$ cat src/rtl/pingpong_bank_ctrl_pkg.sv
// Shared constants and helpers for the ping-pong sub-block buffer sequencer.
package pingpong_bank_ctrl_pkg;

   localparam int unsigned DEPTH_DEFAULT = 16;
   localparam int unsigned SUB_BLOCK_W   = 64;
   localparam int unsigned NUM_BANKS     = 2;

   typedef logic [NUM_BANKS-1:0] bank_flags_t;

   // Mod-depth successor of a slot index; wraps at depth-1, not at a power of two.
   function automatic int unsigned next_slot(input int unsigned cur, input int unsigned depth);
      return (cur == depth - 1) ? 0 : cur + 1;
   endfunction

endpackage

$ cat src/rtl/pingpong_bank_ctrl_if.sv
// Writer/consumer handshake bundle between the ping-pong sequencer and its clients.
interface pingpong_bank_ctrl_if #(
   parameter int unsigned DEPTH = pingpong_bank_ctrl_pkg::DEPTH_DEFAULT,
   parameter int unsigned AW    = $clog2(DEPTH)
) ();

   logic          wr_req;
   logic          wr_gnt;
   logic          wr_bank;
   logic [AW-1:0] wr_addr;
   logic          rd_req;
   logic          rd_gnt;
   logic          sel;
   logic [AW-1:0] rd_addr;
   logic          out_valid;
   logic          rd_last;
   logic [1:0]    bank_full;

   modport master (
      output wr_req, rd_req,
      input  wr_gnt, wr_bank, wr_addr, rd_gnt, sel, rd_addr, out_valid, rd_last, bank_full
   );

   modport slave (
      input  wr_req, rd_req,
      output wr_gnt, wr_bank, wr_addr, rd_gnt, sel, rd_addr, out_valid, rd_last, bank_full
   );

endinterface

$ cat src/rtl/pingpong_bank_ctrl_bank_side_cnt.sv
// One side (writer or reader) of the ping-pong buffer: mod-DEPTH slot counter plus bank toggle.
module bank_side_cnt
   import pingpong_bank_ctrl_pkg::*;
#(
   parameter int unsigned DEPTH = DEPTH_DEFAULT,
   parameter int unsigned AW    = $clog2(DEPTH)
) (
   input  logic          clk,
   input  logic          reset,
   input  logic          flush,
   input  logic          en,
   output logic [AW-1:0] addr,
   output logic          bank,
   output logic          wrap_c
);

   logic [AW-1:0] addr_nxt;

   assign wrap_c   = en && (addr == AW'(DEPTH - 1));
   assign addr_nxt = AW'(next_slot(32'(addr), DEPTH));

   // Slot advances on every enabled cycle; the bank flips only on the last slot.
   always_ff @(posedge clk or negedge reset) begin
      if (!reset) begin
         addr <= '0;
         bank <= 1'b0;
      end else if (flush) begin
         addr <= '0;
         bank <= 1'b0;
      end else if (en) begin
         addr <= addr_nxt;
         if (wrap_c) begin
            bank <= ~bank;
         end
      end
   end

endmodule

$ cat src/rtl/pingpong_bank_ctrl.sv
// Ping-pong bank sequencer: grants the free bank to the writer, the filled bank to the consumer,
// and produces out_valid/rd_last aligned with the registered sub-block mux in front of the consumer.
module pingpong_bank_ctrl
   import pingpong_bank_ctrl_pkg::*;
#(
   parameter int unsigned DEPTH = DEPTH_DEFAULT,
   parameter int unsigned AW    = $clog2(DEPTH)
) (
   input  logic                 clk,
   input  logic                 reset,
   input  logic                 flush,
   pingpong_bank_ctrl_if.slave  bus
);

   logic [AW-1:0] wr_addr;
   logic [AW-1:0] rd_addr;
   logic          wr_bank;
   logic          sel;
   logic          wr_wrap_c;
   logic          rd_wrap_c;
   logic          wr_gnt;
   logic          rd_gnt;
   logic          wr_fire;
   logic          rd_fire;
   logic          out_valid;
   logic          rd_last;
   bank_flags_t   full;
   bank_flags_t   full_nxt;

   // Grants are the only combinational outputs; flush suppresses both.
   assign wr_gnt  = !full[wr_bank] && !flush;
   assign rd_gnt  = full[sel] && !flush;
   assign wr_fire = bus.wr_req && wr_gnt;
   assign rd_fire = bus.rd_req && rd_gnt;

   bank_side_cnt #(.DEPTH(DEPTH), .AW(AW)) u_wr_side (
      .clk    (clk),
      .reset  (reset),
      .flush  (flush),
      .en     (wr_fire),
      .addr   (wr_addr),
      .bank   (wr_bank),
      .wrap_c (wr_wrap_c)
   );

   bank_side_cnt #(.DEPTH(DEPTH), .AW(AW)) u_rd_side (
      .clk    (clk),
      .reset  (reset),
      .flush  (flush),
      .en     (rd_fire),
      .addr   (rd_addr),
      .bank   (sel),
      .wrap_c (rd_wrap_c)
   );

   // Write completion sets its bank, read completion clears its bank; both may apply at once.
   always_comb begin
      full_nxt = full;
      if (wr_wrap_c) begin
         full_nxt[wr_bank] = 1'b1;
      end
      if (rd_wrap_c) begin
         full_nxt[sel] = 1'b0;
      end
   end

   // out_valid/rd_last track the one-cycle mux register latency.
   always_ff @(posedge clk or negedge reset) begin
      if (!reset) begin
         full      <= '0;
         out_valid <= 1'b0;
         rd_last   <= 1'b0;
      end else if (flush) begin
         full      <= '0;
         out_valid <= 1'b0;
         rd_last   <= 1'b0;
      end else begin
         full      <= full_nxt;
         out_valid <= rd_fire;
         rd_last   <= rd_wrap_c;
      end
   end

   // A bank cannot be filling and draining at once, so set and clear never collide.
   a_set_clear_disjoint: assert property (
      @(posedge clk) disable iff (!reset) !(wr_wrap_c && rd_wrap_c && (wr_bank == sel))
   );

   assign bus.wr_gnt    = wr_gnt;
   assign bus.wr_bank   = wr_bank;
   assign bus.wr_addr   = wr_addr;
   assign bus.rd_gnt    = rd_gnt;
   assign bus.sel       = sel;
   assign bus.rd_addr   = rd_addr;
   assign bus.out_valid = out_valid;
   assign bus.rd_last   = rd_last;
   assign bus.bank_full = full;

endmodule

$ cat src/flat_wrapper.sv
// flat-port wrapper written by rule: the top's interface ports become plain ports
module pingpong_bank_ctrl_flat import pingpong_bank_ctrl_pkg::*;
#(
   parameter int unsigned DEPTH = DEPTH_DEFAULT,
   parameter int unsigned AW    = $clog2(DEPTH)
)
  (clk, reset, flush, bus_wr_req, bus_rd_req, bus_wr_gnt, bus_wr_bank, bus_wr_addr, bus_rd_gnt, bus_sel, bus_rd_addr, bus_out_valid, bus_rd_last, bus_bank_full);
  pingpong_bank_ctrl_if #(.DEPTH(DEPTH), .AW(AW)) bus_i ();
  input  logic clk;
  input  logic reset;
  input  logic flush;
  input wire logic [$bits(bus_i.wr_req)-1:0] bus_wr_req;
  input wire logic [$bits(bus_i.rd_req)-1:0] bus_rd_req;
  output wire logic [$bits(bus_i.wr_gnt)-1:0] bus_wr_gnt;
  output wire logic [$bits(bus_i.wr_bank)-1:0] bus_wr_bank;
  output wire logic [$bits(bus_i.wr_addr)-1:0] bus_wr_addr;
  output wire logic [$bits(bus_i.rd_gnt)-1:0] bus_rd_gnt;
  output wire logic [$bits(bus_i.sel)-1:0] bus_sel;
  output wire logic [$bits(bus_i.rd_addr)-1:0] bus_rd_addr;
  output wire logic [$bits(bus_i.out_valid)-1:0] bus_out_valid;
  output wire logic [$bits(bus_i.rd_last)-1:0] bus_rd_last;
  output wire logic [$bits(bus_i.bank_full)-1:0] bus_bank_full;
  assign bus_i.wr_req = bus_wr_req;
  assign bus_i.rd_req = bus_rd_req;
  assign bus_wr_gnt = bus_i.wr_gnt;
  assign bus_wr_bank = bus_i.wr_bank;
  assign bus_wr_addr = bus_i.wr_addr;
  assign bus_rd_gnt = bus_i.rd_gnt;
  assign bus_sel = bus_i.sel;
  assign bus_rd_addr = bus_i.rd_addr;
  assign bus_out_valid = bus_i.out_valid;
  assign bus_rd_last = bus_i.rd_last;
  assign bus_bank_full = bus_i.bank_full;
  pingpong_bank_ctrl #(.DEPTH(DEPTH), .AW(AW)) u_core (.clk(clk), .reset(reset), .flush(flush), .bus(bus_i));
endmodule
$ cat config.mk
export PLATFORM = sky130hd
export DESIGN_NAME = pingpong_bank_ctrl_flat
export DESIGN_NICKNAME = d
export VERILOG_FILES = /design/src/rtl/pingpong_bank_ctrl_pkg.sv /design/src/rtl/pingpong_bank_ctrl_if.sv /design/src/rtl/pingpong_bank_ctrl_bank_side_cnt.sv /design/src/rtl/pingpong_bank_ctrl.sv /design/src/flat_wrapper.sv
export SDC_FILE = /design/constraint.sdc
export NUM_CORES = 1
export LEC_CHECK = 0
export ABC_CLOCK_PERIOD_IN_PS = 3540
export CORE_AREA = 2 2 43 45
export DETAILED_ROUTE_END_ITERATION = 10
export DIE_AREA = 0 0 45 47
export GPL_TIMING_DRIVEN = 0
export PLACE_DENSITY_LB_ADDON = 0.1
export SLEW_MARGIN = 20
export SYNTH_ARGS = -nofsm -noshare
export SYNTH_HDL_FRONTEND = slang
export SYNTH_HIERARCHICAL = 1
export SYNTH_SLANG_ARGS = --single-unit
$ cat constraint.sdc
create_clock -name clk -period 3.54 [get_ports clk]
set_input_delay 0.354 -clock clk [delete_from_list [all_inputs] [get_ports clk]]
set_output_delay 0.354 -clock clk [all_outputs]
set_load 0.005 [all_outputs]
======== After elaboration in Yosys (flattened, before gate mapping) ========
Cells that the tools add are included.
word-level totals
  register bits ........................... 14
  bits in latches ......................... 0
  RAM bits ................................ 0
  memory bits (read-only) ................. 0
  logic and storage cells ................. 61
  memories ................................ 0
cells by class
  add/subtract/negate cells ............... 2
  $mul .................................... 0
  div/mod/pow operators ................... 0
  magnitude comparators ................... 4
  eq/ne operators ......................... 2
  shifts and indexed selects .............. 0
  muxes and demuxes ....................... 25
  bitwise gates (word level) .............. 5
  reduce and logical (&&, ||, !) cells .... 16
operator list
  operator             number
  $mux 4               6
  $mux 1               14
  $add 4x1->4 const B  2
  $eq 4x4->1 const B   2
  $logic_and 1x1->1    8
  $reduce_bool 2->1    4
  $mux 2               3
  $lt 1x2->1 const B   2
  $reduce_and 2->1     2
  $and 2x2->2          1
  $demux 1 s1          2
  $ge 1x1->1 const B   2
  $logic_not 1->1      2
  $not 1->1            2
  $not 2->2            1
  $or 2x2->2           1

======== Logic depth before layout (Yosys ltp) ========
Gate-level depths: netlist of the first run.
  depth after elaboration ................. 10
  mapped depth ............................ 6

======== Hierarchy ========
The synthesis of the first run kept the hierarchy.
modules (own cells, without submodules)
  module              times used  cells an instance  area each (um2)
  bank_side_cnt       2           25                 242.7
  pingpong_bank_ctrl  1           19                 205.2

======== Worst setup path after synthesis of the first run ========
OpenSTA, ideal clock, no wires.
  path kind ............................... register to register
  start point ............................. register u_core.u_rd_side.bank
  end point ............................... register u_core.u_rd_side.addr[3]
  arrival time ............................ 1.627 ns
  slack ................................... 1.836 ns
  stages on the path, launching flop included .. 6
  clock period less this slack ............ 1.704 ns
  path through ............................ dfrtp_1 > mux2i_1 > nor3b_1 > nand2_1 > or3_1 > a21oi_1
on the way
  longest elaborated chain between the ends .. 5
ends and longest elaborated chain
  element                                     RTL line                                RTL
  start, declared                             pingpong_bank_ctrl_bank_side_cnt.sv:13  output logic bank,
  start signal, assigned                      pingpong_bank_ctrl_bank_side_cnt.sv:33  bank <= ~bank;
  $mux 1 (implied by the code) (2 in series)  pingpong_bank_ctrl.sv:32                assign rd_gnt = full[sel] && !flush;
  $logic_and 1x1->1                           pingpong_bank_ctrl.sv:32
  $logic_and 1x1->1                           pingpong_bank_ctrl.sv:34                assign rd_fire = bus.rd_req && rd_gnt;
  net u_core.rd_fire                          pingpong_bank_ctrl.sv:24                logic rd_fire;
  $reduce_bool 2->1 (no line)                 --
  end signal, assigned                        pingpong_bank_ctrl_bank_side_cnt.sv:31  addr <= addr_nxt;
  end, declared                               pingpong_bank_ctrl_bank_side_cnt.sv:12  output logic [AW-1:0] addr,
The timed path passes the listed nets, and every way through them passes these cells. The select of a mux whose other input is x is not followed.
A chain may end at the register's enable or synchronous reset.

======== Final worst setup path of the first run ========
  start point ............................. input port flush
  end point ............................... register u_core.u_rd_side.addr[3]
on the way
  longest elaborated chain between the ends .. 4
ends and longest elaborated chain
  element                      RTL line                  RTL
  start, declared              flat_wrapper.sv:11        input logic flush;
  $logic_not 1->1              pingpong_bank_ctrl.sv:32
  $logic_and 1x1->1            pingpong_bank_ctrl.sv:32
  $logic_and 1x1->1            pingpong_bank_ctrl.sv:34
  net u_core.rd_fire           pingpong_bank_ctrl.sv:24
  $reduce_bool 2->1 (no line)  --
The timed path passes the listed nets, and every way through them passes these cells.

==> impl_metrics.json, run 1 <==
{
  "status": "finished clean",
  "reg2reg_slack_ns": 1.62,
  "cts-root-buf": "clkbuf_4",
  "post-route-period-util_pct": 65.6,
  "vdd_drop_max_v": 0.000242,
  "period_minus_slack_ns": 2.32,
  "cts.sinks": 14,
  "drt_iter0_drc": 15,
  "total_power_mw": 0.295,
  "synth_top_cells_by_area": "dfrtp_1 (51%), a21oi_1 (5.1%), xor2_1 (5.1%)",
  "ff2ff_path_depth": 5,
  "hp-class": "in2async",
  "syn_area_sq_um": 691,
  "max_slew_margin_pct": 54.6,
  "ys_seq_area_share_pct": 50.7,
  "drc_errors": 0,
  "antenna_left": 0,
  "fin_skew_ns": 0.00430,
  "synth-edff-count": 0,
  "h-tree-depth": 1,
  "synthesis.nets": 76,
  "cts-resized-gates": 0,
  "max_freq_mhz": 431,
  "ys_ff_latch": 14,
  "critical_path_class": "in2reg",
  "start_util_pct": 41.8,
  "regToRegEndpoint": "u_core/u_rd_side/addr[3]",
  "portBuffers": 20,
  "yosysTopAreaCell": "dfrtp_1",
  "dr.pass1.iters": 4,
  "core_area_sq_um": 1650,
  "fp.dieW_um": 45,
  "worst_slew_pin_slew_ns": 0.679,
  "n_antenna_cell": 0,
  "crit_fanout": 11,
  "p_per_area_nw_per_um2": 311,
  "syn_inst": 69,
  "ios": 21,
  "synthFlopType": "dfrtp_1",
  "avgViaCountPerCell": 5.09,
  "p_leak_nw": 0.397,
  "cts_tree": "built",
  "drive_above_1_share_pct": 6.45,
  "grt_max_degree": 15,
  "clk_latency_ns": 0.27,
  "nets": 101,
  "fill_cells": 158,
  "drt-wirelength-per-cell_um": 12.2,
  "chipHeight_um": 47,
  "post_cts_buffers": 0,
  "synthTopCellsByCount": "dfrtp_1 (14), nor2_1 (8), a21oi_1 (7), nand2_1 (6)",
  "crit_required_ns": 3.74,
  "area_growth_pct": 37.3,
  "cts_hold_buf": 0,
  "rows": 15,
  "grt_pass1_wl_mm": 2.08,
  "vias": 560,
  "wirelength_mm": 1.34,
  "slew_violations": 0,
  "whs_ns": 0.467,
  "synth_area_per_cell_sq_um": 10.0,
  "rsz0062_at_grt": "false",
  "grt_pass1_vias": 498,
  "clkTransAtPathRegs_ns": 0.09,
  "async_flop_share_pct": 100,
  "gr-total-overflow": 0,
  "cp.arrival_ns": 2.52,
  "yosys_warnings": 6,
  "cp-end-kind": "flop",
  "cts_inserted_buffers": 3,
  "maxCapViolations": 0,
  "gp_congestion": 0.761,
  "yosysTopAreaCellShare_pct": 50.7,
  "final.setup.tns_ns": 0,
  "synth.most_common_cell": "dfrtp_1",
  "finalHoldViolCount": 0,
  "start_kind": "input port",
  "setup_viol": 0,
  "dp_hpwl_um": 951,
  "clk_path_buf_depth": 2,
  "die_area_sq_um": 2120,
  "synth_cell_type_count": 21,
  "grt_usage_pct": 13.8,
  "r2r-start": "u_core/u_rd_side/bank",
  "antenna_found_initial": 0
}
-- final cells by class --
class,instances,area [sq um],area share [%]
Buffer,1,3.75,0.396
Sequential cell,14,350,36.9
Clock buffer,4,36.3,3.83
Timing Repair Buffer,20,200,21.1
Tap cell,17,21.3,2.24
Multi-Input combinational cell,50,322,33.9
Inverter,4,15.0,1.58
-- cells in the final DEF, fill, tap and decap left out --
cell type / synthesis / layout
nand3b_1: 2 / 2
nand2_1: 6 / 6
nand3_1: 2 / 2
nor2_1: 8 / 8
xor2_1: 4 / 4
nand2b_1: 3 / 3
nor3b_2: 1 / 1
clkbuf_1: 1 / 1
clkbuf_8: 0 / 1
o21ai_0: 2 / 2
ha_1: 2 / 2
a21oi_1: 7 / 7
nor2b_1: 1 / 1
nor3b_1: 2 / 2
a221oi_1: 1 / 1
clkdlybuf4s50_1: 0 / 20
a211oi_1: 1 / 1
mux2i_1: 3 / 3
nand4_1: 2 / 2
clkbuf_4: 0 / 3
mux2_4: 1 / 1
dfrtp_1: 14 / 14
or3_1: 2 / 2
inv_1: 4 / 4
-- report_power, final --
part           total (mW)  leakage (nW)  switching [mW]  internal, mW
Sequential          0.163         0.195         0.00167         0.161
Combinational      0.0195         0.181         0.00975       0.00972
Clock               0.113        0.0210          0.0502        0.0625
Total               0.295         0.397          0.0617         0.233
-- cells by family (layout without fill, tap and decap cells) --
kind of cell,Yosys count,after routing,synth area share (%)
compound gates,11,11,8.88
xor+xnor,4,4,5.07
fa+ha+maj,2,2,3.62
buf+inv,5,29,2.72
flops,14,14,50.7
mux,4,4,6.52
simple gates,29,29,22.5
-- metrics by stage --
step	area, sq um	cells	setup slack (ns)	util, %
4_1_cts	948	110	1.21	57.4
5_1_grt	948	110	1.09	57.4
3_5_place_dp	912	106	0.896	55.2
3_3_place_gp	912	106	0.923	55.2
6_report	948	110	1.22	57.4
2_1_floorplan	691	69	1.84	-
-- sequential cells by signal, indices dropped and copies added (netlist names) --
signal                 count
u_core/u_rd_side/addr      4
u_core/u_wr_side/addr      4
u_core/bus.bank_full       2
u_core/bus.out_valid       1
u_core/bus.rd_last         1
u_core/u_rd_side/bank      1
u_core/u_wr_side/bank      1
-- worst max path at each step --
stage	depth (start not counted)	slack [ns]	to	from
6_report	6	1.22	u_core/u_rd_side/addr[3]	flush
5_1_grt	6	1.09	u_core/u_rd_side/addr[3]	flush
4_1_cts	6	1.21	u_core/u_rd_side/addr[3]	flush
3_5_place_dp	6	0.90	u_core/u_rd_side/addr[3]	flush
3_3_place_gp	6	0.92	u_core/u_rd_side/addr[3]	flush
2_1_floorplan	5	1.84	u_core/u_rd_side/addr[3]	u_core/u_rd_side/bank
-- worst max-delay path, cell delays in order --
cell and delay (ns):
clkdlybuf4s50_1 0.62, clkbuf_1 0.29, nor3b_1 0.62, nand2_1 0.14
or3_1 0.36, a21oi_1 0.14
-- routing by layer --
layer	wire length, um	up-vias	GRT usage (%)
met5	0	-	0
met4	14	0	7.06
met3	71	2	3.46
met2	581	15	21.4
met1	675	256	18.1
li1	-	287	-
Note: power is estimated with default switching activity, not from simulation.
==> run 2: changes to the inputs <==
--- a/config.mk
+++ b/config.mk
@@ -5,7 +5,7 @@
 export SDC_FILE = /design/constraint.sdc
 export NUM_CORES = 1
 export LEC_CHECK = 0
-export ABC_CLOCK_PERIOD_IN_PS = 3540
+export ABC_CLOCK_PERIOD_IN_PS = 2200
 export CORE_AREA = 2 2 43 45
 export DETAILED_ROUTE_END_ITERATION = 10
 export DIE_AREA = 0 0 45 47
==> constraint.sdc (replaced) <==
create_clock -name clk -period 2.2 [get_ports clk]
set_input_delay 0.22 -clock clk [delete_from_list [all_inputs] [get_ports clk]]
set_output_delay 0.22 -clock clk [all_outputs]
set_load 0.005 [all_outputs]
==> run 2 against run 1 <==
First-iteration DRC count did not move. Largest cell class unchanged. Setup slack got worse by 1.1 ns. Critical path depth down 2. Combinational power rose by 62%. Routed wire length is 0.15% lower. Count of clock-buffer cells in the layout stayed put. Global-route usage is the same.
==> impl_metrics.json, run 2 (same netlist as run 1, synthesis figures left out) <==
{
  "wirelength_mm": 1.34,
  "crit_fanout": 11,
  "clockPowerShare_pct": 38.2,
  "drt-wirelength-per-cell_um": 12.2,
  "critPathTopFamily": "buffers and inverters",
  "rows": 15,
  "ff2ff_path_depth": 5,
  "critPathCapture": "bus_rd_gnt",
  "cp_common_cell": "clkdlybuf4s50_1",
  "cp-end-kind": "output port",
  "gr-total-overflow": 0,
  "vdd_drop_max_v": 0.000390,
  "maxCapViolations": 0,
  "dp_cells": 106,
  "final_cell_count_no_fill": 110,
  "grt_pass1_wl_mm": 2.08,
  "drc_errors": 0,
  "worst_path_max_delay_cell": "clkdlybuf4s50_1",
  "cp.depth": 4,
  "regToRegEndpoint": "u_core/u_wr_side/addr[3]",
  "p_comb_share_pct": 6.7,
  "worstPathCellList": "clkdlybuf4s50_1, clkbuf_1, nor2_1, clkdlybuf4s50_1",
  "path_buf_inv": 3,
  "chipHeight_um": 47,
  "drive_above_1_share_pct": 7.53,
  "p_per_area_nw_per_um2": 498,
  "netSwitchingFraction_pct": 20.9,
  "setup_ws_ns": 0.124,
  "cp_slowest_stage_delay_ns": 0.72,
  "dr.pass1.iters": 4,
  "gp_congestion": 0.761,
  "cp-startpoint": "flush",
  "core_area_sq_um": 1650,
  "grt_max_degree": 15,
  "vias": 568,
  "internal_power_mw": 0.375,
  "place_ws_ns": -0.310,
  "worst_slew_pin_slew_ns": 0.635,
  "p_leak_nw": 0.398,
  "clk_path_buf_depth": 2,
  "ios": 21,
  "grt_pass1_vias": 498,
  "fin_skew_ns": 0.00411,
  "max_freq_mhz": 482,
  "dp_hpwl_um": 951,
  "h-tree-depth": 1,
  "start_kind": "input port",
  "nets": 101,
  "n_antenna_cell": 0,
  "cts_tree": "built",
  "post-route-period-util_pct": 94.3,
  "cts_hold_buf": 0,
  "crit_required_ns": 1.98,
  "portBuffers": 20,
  "cts_inserted_buffers": 3,
  "area_growth_pct": 38.0,
  "clk_latency_ns": 0.27,
  "avgViaCountPerCell": 5.16,
  "cp.arrival_ns": 1.86,
  "setup_viol": 0,
  "fill_cells": 157,
  "max_slew_margin_pct": 57.5,
  "period_minus_slack_ns": 2.08,
  "final.setup.tns_ns": 0,
  "finalHoldViolCount": 0,
  "cts-root-buf": "clkbuf_4",
  "start_util_pct": 41.8,
  "reg2reg_slack_ns": 0.34,
  "drt_iter0_drc": 15,
  "die_area_sq_um": 2120,
  "rsz0062_at_grt": "false",
  "antenna_found_initial": 0,
  "layout_commonest_cell": "clkdlybuf4s50_1",
  "p_switching_mw": 0.0993,
  "hp-class": "in2async",
  "status": "finished clean",
  "slew_violations": 0,
  "final_util_pct": 57.7,
  "clkTransAtPathRegs_ns": 0.08,
  "antenna_left": 0,
  "layout_common_cells": "clkdlybuf4s50_1 (20), dfrtp_1 (14), nor2_1 (8)",
  "critical_path_class": "in2out",
  "seq_power_share_pct": 55.1,
  "fp.dieW_um": 45,
  "cts.sinks": 14,
  "post_cts_buffers": 0,
  "grt_usage_pct": 13.8,
  "r2r-start": "u_core/u_wr_side/bank"
}
==> run 2: timing repair <==
item	CTS	global route
endpoints found under the setup margin	1	0
hold endpoints to repair	0	0
resized for setup	1	0
==> run 2: metrics by stage <==
stage | cell area, sq um | power (mW) | hold slack [ns]
finish | 953 | 0.474 | 0.333
global placement | 912 | 0.298 | 0.559
CTS | 953 | 0.487 | 0.339
floorplan | 691 | 0.276 | -0.0756
global route | 953 | 0.498 | 0.380
detailed placement | 912 | 0.299 | 0.568
==> run 2: cell type report <==
type                            instances  area [sq um]  share of cell area, %
Clock buffer                            4          36.3                   3.81
Sequential cell                        14           350                   36.7
Multi-Input combinational cell         50           327                   34.3
Buffer                                  1          3.75                  0.394
Inverter                                4          15.0                   1.57
Timing Repair Buffer                   20           200                   21.0
Tap cell                               17          21.3                   2.23
==> run 2: how the worst min path moves through the flow <==
| stage | cells after the start | slack [ns] | endpoint |
|---|---|---|---|
| after global routing | 1 | 0.38 | u_core/bus.bank_full[1] |
| final | 1 | 0.33 | u_core/bus.bank_full[0] |
| after global placement | 1 | 0.56 | u_core/bus.bank_full[1] |
| after detailed placement | 1 | 0.57 | u_core/bus.bank_full[1] |
| after CTS | 1 | 0.34 | u_core/bus.bank_full[0] |
| after floorplan | 0 | -0.08 | u_core/bus.bank_full[0] |
==> run 2: power by group through the flow <==
stage,clock network [mW],registers (mW),logic (mW)
2_1_floorplan,0,0.266,0.00965
3_3_place_gp,0,0.267,0.0315
3_5_place_dp,0,0.267,0.0321
4_1_cts,0.193,0.262,0.0321
5_1_grt,0.202,0.262,0.0345
6_report,0.181,0.262,0.0316
==> run 2: routing by layer <==
layer  wire length (um)  global-route usage (%)  vias to the layer above
li1                   -                       -                      286
met1                664                    18.1                      265
met2                590                    21.4                       15
met3                 71                    3.46                        2
met4                 14                    7.06                        0
met5                  0                       0                        -
==> run 3: changes to the inputs <==
--- a/config.mk
+++ b/config.mk
@@ -7,6 +7,7 @@
 export LEC_CHECK = 0
 export ABC_CLOCK_PERIOD_IN_PS = 2200
 export CORE_AREA = 2 2 43 45
+export CTS_CLUSTER_DIAMETER = 150
 export DETAILED_ROUTE_END_ITERATION = 10
 export DIE_AREA = 0 0 45 47
 export GPL_TIMING_DRIVEN = 0
==> results of run 3 <==
No change in the layout: final DEF, timing and power equal those of run 2.
